[src/rtl/hilbert_frame_sequencer.sv]
// rtl/hilbert_frame_sequencer.sv - frame-level sequencer feeding a Hilbert FIR and tagging its outputs
//
// Purpose:
//   Accepts one frame of samples over in_valid/in_ready and feeds the FIR one
//   sample per clock. The FIR has no clock enable, so the FIR is held in reset
//   between frames, zeros are inserted on input gaps, and the FIR is flushed
//   for FIR_LATENCY cycles after the frame. A valid/last shift register matched
//   to the FIR latency tags fir_re/fir_im toward the downstream demodulator.
//
// Ports:
//   clock, reset_n        rising-edge clock, asynchronous active-low reset
//   start, frame_len      frame start pulse (IDLE only) and frame length
//   abort                 synchronous abort, honoured in any non-IDLE state
//   in_data, in_valid     input sample stream; in_ready high in STREAM only
//   fir_in, fir_reset     FIR sample input and synchronous active-high reset
//   fir_re, fir_im        FIR outputs, passed to out_re/out_im combinationally
//   out_valid, out_last   tags for out_re/out_im
//   busy, done, underrun  status: not idle, end-of-frame pulse, sticky gap flag
//   gap_count             only with HILBERT_SEQ_STATS_EN: saturating STREAM gap count
//
// Configuration macro: HILBERT_SEQ_STATS_EN

module hilbert_frame_sequencer #(
  parameter int TOTAL_BITS  = 12,
  parameter int LEN_BITS    = 16,
  parameter int FIR_LATENCY = 9
) (
  input  logic                  clock,
  input  logic                  reset_n,
  input  logic                  start,
  input  logic [LEN_BITS-1:0]   frame_len,
  input  logic                  abort,
  input  logic [TOTAL_BITS-1:0] in_data,
  input  logic                  in_valid,
  output logic                  in_ready,
  output logic [TOTAL_BITS-1:0] fir_in,
  output logic                  fir_reset,
  input  logic [TOTAL_BITS-1:0] fir_re,
  input  logic [TOTAL_BITS-1:0] fir_im,
  output logic [TOTAL_BITS-1:0] out_re,
  output logic [TOTAL_BITS-1:0] out_im,
  output logic                  out_valid,
  output logic                  out_last,
  output logic                  busy,
  output logic                  done,
  output logic                  underrun
`ifdef HILBERT_SEQ_STATS_EN
  ,
  output logic [LEN_BITS-1:0]   gap_count
`endif
);

  // Wide enough to hold FIR_LATENCY-1 even when FIR_LATENCY is 1.
  localparam int DRAIN_BITS = $clog2(FIR_LATENCY + 1);

  typedef enum logic [1:0] {
    S_IDLE   = 2'd0,
    S_CLEAR  = 2'd1,
    S_STREAM = 2'd2,
    S_DRAIN  = 2'd3
  } state_t;

  state_t                  state_q, state_d;
  logic [LEN_BITS-1:0]     len_q, len_d;
  logic [LEN_BITS-1:0]     count_q, count_d;
  logic [DRAIN_BITS-1:0]   drain_q, drain_d;
  logic [TOTAL_BITS-1:0]   fir_in_q, fir_in_d;
  logic [FIR_LATENCY-1:0]  vpipe_q, vpipe_d;
  logic [FIR_LATENCY-1:0]  lpipe_q, lpipe_d;
  logic                    underrun_q, underrun_d;
  logic                    done_q, done_d;

  logic push_v;
  logic push_l;
  logic flush;
  logic is_last;
  logic aborting;

  // Only meaningful in STREAM, where len_q is known to be non-zero.
  assign is_last  = (count_q == (len_q - LEN_BITS'(1)));
  assign aborting = abort && (state_q != S_IDLE);

  always_comb begin
    state_d    = state_q;
    len_d      = len_q;
    count_d    = count_q;
    drain_d    = '0;
    fir_in_d   = '0;
    underrun_d = underrun_q;
    done_d     = 1'b0;
    push_v     = 1'b0;
    push_l     = 1'b0;
    flush      = 1'b0;

    case (state_q)
      S_IDLE: begin
        if (start) begin
          len_d      = frame_len;
          count_d    = '0;
          underrun_d = 1'b0;
          state_d    = S_CLEAR;
        end
      end
      S_CLEAR: begin
        flush   = 1'b1;
        state_d = (len_q == '0) ? S_DRAIN : S_STREAM;
      end
      S_STREAM: begin
        if (in_valid) begin
          fir_in_d = in_data;
          push_v   = 1'b1;
          push_l   = is_last;
          count_d  = count_q + LEN_BITS'(1);
          if (is_last) begin
            state_d = S_DRAIN;
          end
        end else begin
          // Zero keeps the free-running FIR's history consistent with a gap.
          underrun_d = 1'b1;
        end
      end
      S_DRAIN: begin
        if (drain_q == DRAIN_BITS'(FIR_LATENCY - 1)) begin
          state_d = S_IDLE;
          done_d  = 1'b1;
        end else begin
          drain_d = drain_q + DRAIN_BITS'(1);
        end
      end
      default: begin
        state_d = S_IDLE;
      end
    endcase

    // Abort overrides everything above; the pipeline is emptied on the same edge
    // so no stale tags reach the demodulator.
    if (aborting) begin
      state_d  = S_IDLE;
      fir_in_d = '0;
      done_d   = 1'b0;
      flush    = 1'b1;
    end

    if (flush) begin
      vpipe_d = '0;
      lpipe_d = '0;
    end else begin
      vpipe_d[0] = push_v;
      lpipe_d[0] = push_l;
      for (int i = 1; i < FIR_LATENCY; i++) begin
        vpipe_d[i] = vpipe_q[i-1];
        lpipe_d[i] = lpipe_q[i-1];
      end
    end
  end

  always_ff @(posedge clock or negedge reset_n) begin
    if (!reset_n) begin
      state_q    <= S_IDLE;
      len_q      <= '0;
      count_q    <= '0;
      drain_q    <= '0;
      fir_in_q   <= '0;
      vpipe_q    <= '0;
      lpipe_q    <= '0;
      underrun_q <= 1'b0;
      done_q     <= 1'b0;
    end else begin
      state_q    <= state_d;
      len_q      <= len_d;
      count_q    <= count_d;
      drain_q    <= drain_d;
      fir_in_q   <= fir_in_d;
      vpipe_q    <= vpipe_d;
      lpipe_q    <= lpipe_d;
      underrun_q <= underrun_d;
      done_q     <= done_d;
    end
  end

`ifdef HILBERT_SEQ_STATS_EN
  logic [LEN_BITS-1:0] gap_q, gap_d;

  always_comb begin
    gap_d = gap_q;
    if ((state_q == S_IDLE) && start) begin
      gap_d = '0;
    end else if ((state_q == S_STREAM) && !in_valid && (gap_q != '1)) begin
      gap_d = gap_q + LEN_BITS'(1);
    end
  end

  always_ff @(posedge clock or negedge reset_n) begin
    if (!reset_n) begin
      gap_q <= '0;
    end else begin
      gap_q <= gap_d;
    end
  end

  assign gap_count = gap_q;
`endif

  // The FIR is only released while samples or flush zeros are flowing.
  assign fir_reset = (state_q == S_IDLE) || (state_q == S_CLEAR);
  assign fir_in    = fir_in_q;
  assign in_ready  = (state_q == S_STREAM);
  assign busy      = (state_q != S_IDLE);
  assign done      = done_q;
  assign underrun  = underrun_q;
  assign out_re    = fir_re;
  assign out_im    = fir_im;
  assign out_valid = vpipe_q[FIR_LATENCY-1];
  assign out_last  = lpipe_q[FIR_LATENCY-1];

endmodule

[config.mk]
export PLATFORM = sky130hd
export DESIGN_NAME = hilbert_frame_sequencer
export DESIGN_NICKNAME = d
export VERILOG_FILES = /design/src/rtl/hilbert_frame_sequencer.sv
export SDC_FILE = /design/constraint.sdc
export NUM_CORES = 1
export LEC_CHECK = 0
export ABC_AREA = 1
export BUFFER_PORTS_ARGS = -buffer_cell sky130_fd_sc_hd__clkbuf_2
export CORE_UTILIZATION = 53
export CTS_CLUSTER_SIZE = 8
export DETAILED_ROUTE_END_ITERATION = 16
export PLACE_DENSITY_LB_ADDON = 0.2
export SYNTH_ARGS = -nofsm -noshare
export SYNTH_HDL_FRONTEND = slang
export SYNTH_SLANG_ARGS = --single-unit
[constraint.sdc]
create_clock -name clock -period 2.8 [get_ports clock]
set_input_delay 0.42 -clock clock [delete_from_list [all_inputs] [get_ports clock]]
set_output_delay 0.42 -clock clock [all_outputs]
set_load 0.005 [all_outputs]
# Word level (Yosys, flattened, before mapping)
# Cells that the tools add are included.
word_totals:
  ff_bits: 70
  inputBits: 57
  out_inout_bits: 43
  wordCells: 63
op_classes:
  n_addsub: 3
  eq_ne: 12
  mux: 29
  n_reduce_logical: 10
ops:
  columns: ["operator", "count"]
  rows:
  - ["12-bit 2-to-1 mux", 3]
  - ["16-bit 2-to-1 mux", 2]
  - ["16-bit case mux with 2 select lines", 1]
  - ["9-bit 2-to-1 mux", 2]
  - ["16-bit by 1-bit adder with 16-bit output, second input constant", 1]
  - ["16-bit == test", 1]
  - ["16-bit zero test", 1]
  - ["16-bit by 1-bit subtractor with 16-bit output, second input constant", 1]
  - ["1-bit 2-to-1 mux", 12]
  - ["2-bit 2-to-1 mux", 5]
  - ["4-bit 2-to-1 mux", 2]
  - ["2-bit case mux with 4 select lines", 1]
  - ["2-bit inequality test, second input constant", 3]
  - ["3-bit inequality test, second input constant", 2]
  - ["3-bit AND reduction", 2]
  - ["4-bit by 1-bit adder with 4-bit output, second input constant", 1]
  - ["2-bit == test, second input constant", 2]
  - ["4-bit == test, second input constant", 1]
  - ["4-bit AND reduction", 1]
  - ["2-bit nonzero test", 2]
  - ["3-bit by 1-bit inequality test with 1-bit output, second input constant", 1]
  - ["3-bit by 2-bit inequality test with 1-bit output, second input constant", 1]
  - ["2-bit by 1-bit == test with 1-bit output, second input constant", 1]
  - ["2-bit zero test", 1]
  - ["other kinds (4)", 4]

# Logic depth before layout (Yosys ltp)
# Gate-level depths: netlist of the first run.
depth:
  word_depth: 6
  depth_mapped: 18

# Worst setup path after synthesis of the first run
# OpenSTA, ideal clock, no wires.
synth_timing:
  kind: "flip-flop to flip-flop"
  start: "register state_q[0]"
  end: "register count_q[15]"
  setup_ns: 0.117
  arrival_time_ns: 1.962
  setup_slack_ns: 0.721
  path_stages_with_launch: 18
  synth_period_minus_slack_ns: 2.079
  cell_sequence: "dfrtp_1 -> inv_1 -> ha_1 -> buf_6 -> nand2_2 -> nand2_2 -> nor2_4 -> nand2_2 -> nor2_4 -> nand2_2 -> nor2_4 -> inv_2 -> nor3_4 -> nand2_1 -> nor2_2 -> nand2_1 -> nor2_1 -> nor2_1"
synth_between:
  elab_chain_cells: 3
  elab_cells_between_ends: 7
synth_rtl:
  columns: ["element", "line", "rtl"]
  rows:
  - ["start: declaration", "63", "state_t state_q, state_d;"]
  - ["start signal: assignment", "169", "state_q <= state_d;"]
  - ["2-bit == test *", null, null]
  - ["via in_ready", "35", "output logic in_ready,"]
  - ["2-bit inequality test (no line) / 2-bit nonzero test (equally long branches)", null, null]
  - ["3-bit AND reduction (no line)", null, null]
  - ["end signal: assignment", "171", "count_q <= count_d;"]
  - ["end: declaration", "65", "logic [LEN_BITS-1:0] count_q, count_d;"]
# The timed path passes the listed nets; every way through them passes the cells marked *.
# A chain may end at the register's enable or synchronous reset.

# Final worst setup path of the first run
layout_timing:
  start: "register state_q[0]"
  end: "register count_q[14]"
layout_between:
  elab_chain_cells: 3
  elab_cells_between_ends: 7
layout_rtl:
  columns: ["element", "line", "rtl"]
  rows:
  - ["2-bit == test / 2-bit zero test (equally long branches)", "95", "case (state_q)"]
  - ["2-bit inequality test (no line) / 2-bit nonzero test (equally long branches)", null, null]
  - ["3-bit AND reduction (no line)", null, null]
# Parallel ways exist; a longest one is shown, timed or not.

==> metrics.cfg, run 1 <==
[outcome]
status=finished clean

[pwr]
power_frac_comb_pct=36.2
p_int_mw=2.06
netSwitchingPower_mw=1.39
ir_worst_vdd_uv=518
power_mw=3.46
pwr-share-clk_pct=24.1
powerDensity_nw_per_um2=820
power.share.switching_pct=40.3
power_leakage_nw=2.20
power.share.sequential_pct=39.6

[layout]
fillCellCount=659
final_util_pct=61.3
areaGrowthSynthToFinish_pct=10.1
antennaDiodeCount=0
nNetsFinal=601
drive_gt1_share_pct=17.6
design_area_um2=4210

[synthesis]
synthCells=502
syn_avg_cell_area_um2=7.62
seq_area_frac_synth_pct=45.8
synth_area_um2=3830
synth.most_common_cell=nand2_1
synth_cell_types=32
synth_fp_nets=567
synth_top_area_cell=dfrtp_1
synthTopCellsByCount=nand2_1 (111), nor2_1 (90), dfrtp_1 (70), inv_1 (69), nand3_1 (30)
async_reset_ff_share_pct=100
synth_edf_count=0
synth_top_area_share_pct=45.8
ys_ff_latch=70
synth.area.top_cells=dfrtp_1 (46%), nand2_1 (11%), nor2_1 (8.8%), inv_1 (6.8%), buf_4 (4.7%)
yosys_warnings=0
ys.flop_type=dfrtp_1

[clock_network]
cts.path.max_buffers=2
cts_max_level=3
hold_buffers=0
post_cts_resized=0
cts_sinks=70
path_clk_slew_ns=0.08
clk-insertion-delay-late_ns=0.35
cts.root.buffer_cell=clkbuf_8
post_cts_buffers=0
cts_buffers=9
cts_tree=done

[sta]
hold_viol_final=0
period_share_pct=87.8
fmaxAchievable_mhz=407
tightest_slew_ns=0.868
fin_tns_setup_ns=0
fin_crit_ns=2.46
finClkSkew_ns=0.0110
drv_slew=0
relSlewSlack_pct=42.1
setup_ws_ns=0.341
setup-violations-final=0
rsz0062_at_grt=false

[run]
max_cap_viol_count=0

[floorplanning]
fp.dieArea_um2=7570
io_pins=100
start_util_pct=55.7
die_h_um=87.0
rows=30
core_area_um2=6870
chipWidth_um=87.0

[routing]
viasPerCell=5.01
drc_errors=0
drt_first_pass_iters=8
wirelength_mm=7.80
antenna_left=0
drt_iter0_markers=219
vias=3191
post_drt_wl_per_cell_um=12.2

[placed_design]
placed_cell_area_um2=4010
place_congestion=0.889
dp_hpwl_mm=5.80
pre_cts_slack_ns=0.400
io_buffers=51

[setup_path]
critPathKind=register to register
arrival_ns=2.73
crit_path_top_delay_cell=dfrtp_1
cp.required_ns=3.07
crit_buf_inv=2
cp_max_fo=9
path_delay_family=simple AND/OR/NAND/NOR gates
crit_path_frequent_cell=nand2_1
path_cells=inv_1, ha_1, nor2_1, nor2_4, nand2_1, nor2_2, inv_2, nor4_2, nand2_1, nor3_2, nand2_1, a21oi_1
cp-start-kind=register
worst_setup_path_end_kind=register
critPathMaxStageDelay_ns=0.43

[global_routing]
antenna_found_initial=0
grt_overflow=0
grt_max_degree=71
grt.total_usage_pct=22.5
grt_first_pass_wirelength_mm=13.2
first_global_vias=2913

[hold_path]
hp-class=input port to async pin

==> cells by family after synthesis <==
| family | after synthesis | share of synthesized area (%) |
|---|---|---|
| AND/OR/NAND/NOR | 265 | 30.1 |
| flip-flops | 70 | 45.8 |
| AO/OA/AOI/OAI | 42 | 5.82 |
| adder cells (fa/ha/maj) | 8 | 2.62 |
| XOR/XNOR | 8 | 1.83 |
| multiplexers | 3 | 0.883 |
| buffers and inverters | 106 | 12.9 |
==> metal layers <==
layer	wire (um)	global-route usage [%]	up-vias
met1	3600	30.7	1481
li1	-	-	1597
met4	138	7.73	0
met2	3700	36.5	93
met3	362	3.51	20
met5	0	0	-
==> metrics by stage <==
step           cells  hold slack [ns]
2_1_floorplan    502            0.124
3_3_place_gp     621            0.452
3_5_place_dp     621            0.458
4_1_cts          637            0.251
5_1_grt          637            0.264
6_report         637            0.249
==> state kept, by name, summed over array words and instances, names as in the netlist <==
| signal | count |
|---|---|
| count_q | 16 |
| done | 1 |
| drain_q | 4 |
| fir_in | 12 |
| len_q | 16 |
| lpipe_q | 9 |
| state_q | 2 |
| underrun | 1 |
| vpipe_q | 9 |
==> power groups by stage <==
stage,Combinational [mW],Sequential [mW],Clock [mW]
after global placement,1.22,1.38,0
after global routing,1.44,1.40,0.893
after floorplan,0.969,1.34,0
final,1.25,1.37,0.834
after CTS,1.26,1.37,0.852
after detailed placement,1.25,1.39,0
==> layout by cell type, fill, tap and decap left out, types with 2 or more instances in the layout <==
| master | count |
|---|---|
| nor4_1 | 2 |
| nor2_4 | 4 |
| inv_1 | 69 |
| clkinv_1 | 2 |
| nand3_1 | 30 |
| inv_2 | 4 |
| clkbuf_2 | 50 |
| mux2_2 | 3 |
| inv_6 | 4 |
| clkbuf_8 | 9 |
| nand2_1 | 111 |
| nor3_2 | 2 |
| xnor2_1 | 5 |
| ha_1 | 8 |
| nor3_1 | 7 |
| xor2_1 | 3 |
| nor2_2 | 3 |
| o21ai_0 | 12 |
| nand4_1 | 5 |
| dfrtp_1 | 70 |
| or2_2 | 2 |
| buf_4 | 3 |
| a21oi_1 | 26 |
| nand2_2 | 5 |
| nor2_1 | 90 |
==> cell type report <==
| class | instances | area (um^2) | share of cell area, % |
|---|---|---|---|
| clock buffer | 9 | 124 | 2.94 |
| clock inverter | 7 | 78.8 | 1.87 |
| inverter | 75 | 282 | 6.68 |
| multi-input combinational | 326 | 1580 | 37.5 |
| sequential | 70 | 1750 | 41.6 |
| tap | 96 | 120 | 2.85 |
| timing repair buffer | 54 | 278 | 6.59 |
==> final timing paths <==
path	startpoint	endpoint	slack [ns]	depth (start not counted)
min in group clock	in_data[11]	fir_in[11]	0.26	3
worst max-delay path	state_q[0]	count_q[14]	0.34	12
worst min register to register	lpipe_q[7]	lpipe_q[8]	0.46	2
max in group asynchronous	reset_n	len_q[7]	1.95	2
worst max register to register	state_q[0]	count_q[14]	0.34	12
worst min-delay path	reset_n	len_q[10]	0.25	2
Note: power is estimated with default switching activity, not from simulation.
==> run 2, diff against run 1 <==
- ABC_AREA: 1 -> default
- CORE_UTILIZATION: 53 -> 52
==> metrics.cfg, run 2 <==
[outcome]
status=finished, violations left
violations=DRC

[setup_path]
cp_max_fo=4  ; -5
path_cells=or4_1, or3_4, or3b_1, o211ai_2, a21oi_2, o41ai_2, and3_4, mux2i_1
critPathKind=register to register
worst_setup_path_end_kind=register
crit_buf_inv=0  ; -2
critPathMaxStageDelay_ns=0.55  ; +0.12 ns
crit_path_top_delay_cell=or4_1
reg2reg_from=len_q[5]
reg2reg_to=state_q[1]
cp.required_ns=3.07  ; about the same
r2r_cells=8  ; -4
cp-start-kind=register
path_delay_family=simple AND/OR/NAND/NOR gates
reg2reg_slack_ns=0.09  ; -0.25 ns
arrival_ns=2.98  ; +0.25 ns
cp_num_cells=8  ; -4

[floorplanning]
io_pins=100  ; unchanged
rows=29  ; -3.3%
chipWidth_um=84.9  ; -2.4%
fp.dieArea_um2=7200  ; -4.8%
start_util_pct=55.0  ; -0.72 points
core_area_um2=6490  ; -5.4%
die_h_um=84.9  ; -2.4%

[sta]
tightest_slew_ns=0.786  ; -0.0825 ns
relSlewSlack_pct=47.5  ; +5.4 points
finClkSkew_ns=0.00697  ; -0.00398 ns
setup-violations-final=0  ; unchanged
drv_slew=0  ; unchanged
setup_ws_ns=0.0937  ; -0.247 ns
period_share_pct=96.7  ; +8.8 points
hold_viol_final=0  ; unchanged
rsz0062_at_grt=false
fmaxAchievable_mhz=370  ; -9.1%
fin_tns_setup_ns=0  ; unchanged
fin_crit_ns=2.71  ; +0.247 ns

[synthesis]
async_reset_ff_share_pct=100  ; unchanged
seq_area_frac_synth_pct=49.0  ; +3.3 points
yosys_warnings=0  ; unchanged
ys_ff_latch=70  ; unchanged
synthCells=342  ; -32%
synth_top_area_share_pct=49.0  ; +3.3 points
synth.area.top_cells=dfrtp_1 (49%), and2_1 (5.1%), buf_4 (5.0%), mux2_2 (5.0%), xor2_1 (3.9%)
synth.most_common_cell=dfrtp_1
syn_avg_cell_area_um2=10.4  ; +37%
synth_edf_count=0  ; unchanged
synth_top_area_cell=dfrtp_1
synth_area_um2=3570  ; -6.7%
ys.flop_type=dfrtp_1
synth_cell_types=48  ; +50%
synthTopCellsByCount=dfrtp_1 (70), and2_1 (29), buf_4 (24), nor2_1 (23)
synth_fp_nets=407  ; -28%

[pwr]
pwr-share-clk_pct=22.9  ; -1.2 points
power_leakage_nw=1.89  ; -14%
powerDensity_nw_per_um2=850  ; +3.7%
p_int_mw=2.21  ; +7.3%
power_frac_comb_pct=37.4  ; +1.2 points
power.share.switching_pct=35.4  ; -4.9 points
netSwitchingPower_mw=1.21  ; -13%
power.share.sequential_pct=39.7  ; about the same
ir_worst_vdd_uv=588  ; +14%

[routing]
drt_iter0_markers=146  ; -33%
vias=2490  ; -22%
antenna_left=0  ; unchanged
drt_first_pass_iters=12  ; +4
viasPerCell=5.40  ; +7.8%
wirelength_mm=6.63  ; -15%
drc_errors=6  ; +6
post_drt_wl_per_cell_um=14.4  ; +17%

[layout]
drive_gt1_share_pct=27.9  ; +10 points
seqCellArea_um2=1750  ; unchanged
fillCellCount=539  ; -18%
areaGrowthSynthToFinish_pct=12.7
final_cell_mix=dfrtp_1 (70), clkbuf_2 (50), and2_1 (29)
multi_input_area_um2=1590  ; +0.63%
antennaDiodeCount=0  ; unchanged
layout_commonest_cell=dfrtp_1
nNetsFinal=445  ; -26%
design_area_um2=4030  ; -4.5%

[global_routing]
antenna_found_initial=0  ; unchanged
first_global_vias=2409  ; -17%
grt.total_usage_pct=20.5  ; -1.9 points
grt_first_pass_wirelength_mm=11.4  ; -14%
grt_overflow=0  ; unchanged
grt_max_degree=39  ; -45%

[hold_path]
hp-class=input port to async pin

[clock_network]
clk-insertion-delay-late_ns=0.34  ; about the same
cts_buffers=9  ; unchanged
cts_max_level=3  ; unchanged
path_clk_slew_ns=0.08  ; about the same
cts.root.buffer_cell=clkbuf_8
post_cts_buffers=0  ; unchanged
cts.path.max_buffers=2  ; unchanged
cts_sinks=70  ; unchanged
cts_tree=done

[placed_design]
io_buffers=51  ; unchanged
pre_cts_slack_ns=0.0575  ; -0.343 ns
placed_cell_area_um2=3790  ; -5.5%
place_congestion=0.849  ; -4.4%
dp_hpwl_mm=4.86  ; -16%

[run]
max_cap_viol_count=0  ; unchanged

[run 2: changes by cell type in the layout (fill, tap and decap cells not counted), moves of 13 or more]
cell / change
mux2_2: +13
nand2_1: -96
inv_1: -58
nand3_1: -19
a21oi_1: -14
nor2_1: -67
xor2_1: +13
and2_1: +29
[run 2: area by class of cell]
class / count / share of cell area (%)
Timing Repair Buffer: 63 / 8.89
Clock buffer: 10 / 3.17
Multi-Input combinational cell: 225 / 39.5
Inverter: 11 / 1.03
Clock inverter: 5 / 1.52
Sequential cell: 70 / 43.5
Tap cell: 77 / 2.39
[run 2: per-layer routing]
layer	global-route usage (%)	part of all wire [%]	up-vias
met3	4.47	4.8	12
met5	0	0	-
met2	30.8	45	71
li1	-	-	1218
met4	10.6	2.1	0
met1	28.2	48	1189
[run 2: power groups by stage]
| stage | clock network, mW | logic (mW) | registers [mW] |
|---|---|---|---|
| 6_report | 0.784 | 1.28 | 1.36 |
| 5_1_grt | 0.844 | 1.43 | 1.39 |
| 4_1_cts | 0.807 | 1.23 | 1.36 |
| 3_5_place_dp | 0 | 1.23 | 1.38 |
| 3_3_place_gp | 0 | 1.19 | 1.37 |
| 2_1_floorplan | 0 | 0.876 | 1.35 |
[run 2: kinds of logic (layout without fill, tap and decap cells)]
| kind of cell | count (synthesis) | after routing | share of synthesized area [%] |
|---|---|---|---|
| simple gates | 128 | 128 | 19.9 |
| fa+ha+maj | 8 | 8 | 2.80 |
| compound gates | 39 | 39 | 7.04 |
| xor+xnor | 31 | 31 | 7.60 |
| mux | 19 | 19 | 5.88 |
| buf+inv | 47 | 89 | 7.71 |
| flops | 70 | 70 | 49.0 |
[run 2: worst max-delay path by stage]
stage | start | endpoint | slack, ns
finish | len_q[5] | state_q[1] | 0.09
global route | len_q[3] | state_q[1] | 0.003
CTS | len_q[5] | state_q[1] | 0.04
detailed placement | len_q[5] | state_q[1] | 0.06
global placement | len_q[5] | state_q[1] | 0.14
floorplan | len_q[3] | state_q[0] | 0.03
[run 2: metrics by stage]
| stage | instances | power [mW] | util (%) | hold WS (ns) |
|---|---|---|---|---|
| floorplan | 342 | 2.23 | - | 0.124 |
| global placement | 446 | 2.56 | 58.4 | 0.433 |
| detailed placement | 446 | 2.61 | 58.4 | 0.434 |
| CTS | 461 | 3.40 | 61.3 | 0.153 |
| global route | 461 | 3.67 | 62.0 | 0.198 |
| finish | 461 | 3.42 | 62.0 | 0.143 |
[run 2: what timing repair did]
| action | in CTS | in global routing |
|---|---|---|
| endpoints found under the setup margin | 0 | 2 |
| resized for setup | 0 | 11 |
| hold buffers | 0 | 0 |
==> run 3, diff against run 2 <==
- CAP_MARGIN: default -> 20
- CORE_UTILIZATION: 52 -> 43
==> metrics.cfg, run 3 (synthesis gave the netlist of run 2 again) <==
[outcome]
status=finished clean

[layout]
final_util_pct=51.6  ; -10 points
nNetsFinal=446  ; +0.22%
layout_commonest_cell=dfrtp_1
final_cell_mix=dfrtp_1 (70), clkbuf_2 (50), and2_1 (29)
antennaDiodeCount=0  ; unchanged
areaGrowthSynthToFinish_pct=14.0
fillCellCount=722  ; +34%
layout.cells.non_filler=488  ; +5.9%
drive_gt1_share_pct=28.5  ; +0.63 points

[global_routing]
grt.total_usage_pct=17.1  ; -3.4 points
grt_overflow=0  ; unchanged
grt_first_pass_wirelength_mm=11.5  ; +1.1%
antenna_found_initial=0  ; unchanged
first_global_vias=2417  ; +0.33%
grt_max_degree=42  ; +7.7%

[clock_network]
cts_buffers=9  ; unchanged
post_cts_resized=0  ; unchanged
cts.path.max_buffers=2  ; unchanged
hold_buffers=0  ; unchanged
clk-insertion-delay-late_ns=0.34  ; about the same
post_cts_buffers=0  ; unchanged
cts_tree=done
cts.root.buffer_cell=clkbuf_8
cts_max_level=3  ; unchanged
cts_sinks=70  ; unchanged
path_clk_slew_ns=0.08  ; about the same

[pwr]
powerDensity_nw_per_um2=852  ; +0.19%
pwr-share-clk_pct=24.1  ; +1.2 points
netSwitchingPower_mw=1.24  ; +2.3%
power.share.sequential_pct=39.0  ; -0.7 points
p_int_mw=2.23  ; +0.76%
ir_worst_vdd_uv=532  ; -9.5%
power_frac_comb_pct=36.9  ; -0.5 points
power.share.switching_pct=35.8  ; +0.35 points
power_leakage_nw=1.91  ; +1.0%

[sta]
relSlewSlack_pct=47.7  ; +0.20 points
period_share_pct=92.4  ; -4.3 points
holdWs_ns=0.105  ; -0.0383 ns
finClkSkew_ns=0.0122  ; +0.00524 ns
fin_crit_ns=2.59  ; -0.119 ns
setup-violations-final=0  ; unchanged
tightest_slew_ns=0.783  ; -0.00295 ns
drv_slew=0  ; unchanged
fin_tns_setup_ns=0  ; unchanged
rsz0062_at_grt=false
fmaxAchievable_mhz=387  ; +4.6%
hold_viol_final=0  ; unchanged

[routing]
viasPerCell=5.15  ; -4.7%
drt_first_pass_iters=4  ; -8
wirelength_mm=6.80  ; +2.5%
drc_errors=0  ; -6
post_drt_wl_per_cell_um=13.9  ; -3.2%
drt_iter0_markers=98  ; -33%
vias=2513  ; +0.92%
antenna_left=0  ; unchanged

[placed_design]
dp_hpwl_mm=4.99  ; +2.7%
place_congestion=0.865  ; +1.8%
dp.cells=472  ; +5.8%
io_buffers=51  ; unchanged

[floorplanning]
rows=32  ; +10%
core_area_um2=7890  ; +21%
start_util_pct=45.3  ; -9.7 points
chipWidth_um=93.1  ; +9.7%
die_h_um=93.1  ; +9.7%
fp.dieArea_um2=8680  ; +20%
io_pins=100  ; unchanged

[hold_path]
hp-class=input port to async pin

[setup_path]
cp-start-kind=register
cp_max_fo=4  ; unchanged
reg2reg_slack_ns=0.21  ; +0.12 ns
critPathKind=register to register
cp.required_ns=3.06  ; about the same
worst_setup_path_end_kind=register
arrival_ns=2.85  ; -0.13 ns

[run]
max_cap_viol_count=0  ; unchanged

run 3: worst max-delay path, stage by stage, from the launching register on:
cell      delay, ns
dfrtp_1        0.38
or4_4          0.54
or3_4          0.41
or3b_1         0.39
o211ai_2       0.07
a21oi_2        0.08
o41ai_2        0.21
and3_4         0.24
mux2i_1        0.19
run 3: worst paths after layout:
kind,cells past startpoint,startpoint,end
min,1,reset_n,fir_in[3]
min reg2reg,1,vpipe_q[0],vpipe_q[1]
min in group clock,2,in_data[6],fir_in[6]
max in group asynchronous,2,reset_n,count_q[3]
max reg2reg,8,len_q[3],state_q[1]
max,8,len_q[3],state_q[1]
run 3: metal layers:
| metal | part of all wire (%) | global-route usage [%] | vias to the layer above |
|---|---|---|---|
| met2 | 46 | 26.5 | 65 |
| met1 | 47 | 23.3 | 1215 |
| li1 | - | - | 1218 |
| met4 | 2.0 | 8.33 | 0 |
| met5 | 0 | 0 | - |
| met3 | 4.8 | 3.01 | 15 |
run 3: final cells by class:
type                            count  area [um^2]  share of cell area, %
Tap cell                          102          128                   3.13
Multi-Input combinational cell    225         1580                   38.9
Sequential cell                    70         1750                   43.0
Clock buffer                        9          124                   3.04
Timing Repair Buffer               64          365                   8.97
Inverter                           11         41.3                   1.01
Clock inverter                      7         77.6                   1.91
run 3: through the flow:
stage	instance area, um^2	power (mW)	setup slack [ns]
finish	4070	3.47	0.213
global route	4070	3.71	0.0207
CTS	4030	3.45	0.0917
detailed placement	3830	2.61	0.109
global placement	3830	2.58	0.155
floorplan	3570	2.23	0.0318
run 3: power groups by stage:
stage               combinational [mW]  sequential (mW)  clock [mW]
finish                            1.28             1.35       0.835
floorplan                        0.876             1.35           0
global placement                  1.22             1.36           0
CTS                               1.25             1.35       0.855
detailed placement                1.24             1.37           0
global route                      1.43             1.39       0.898
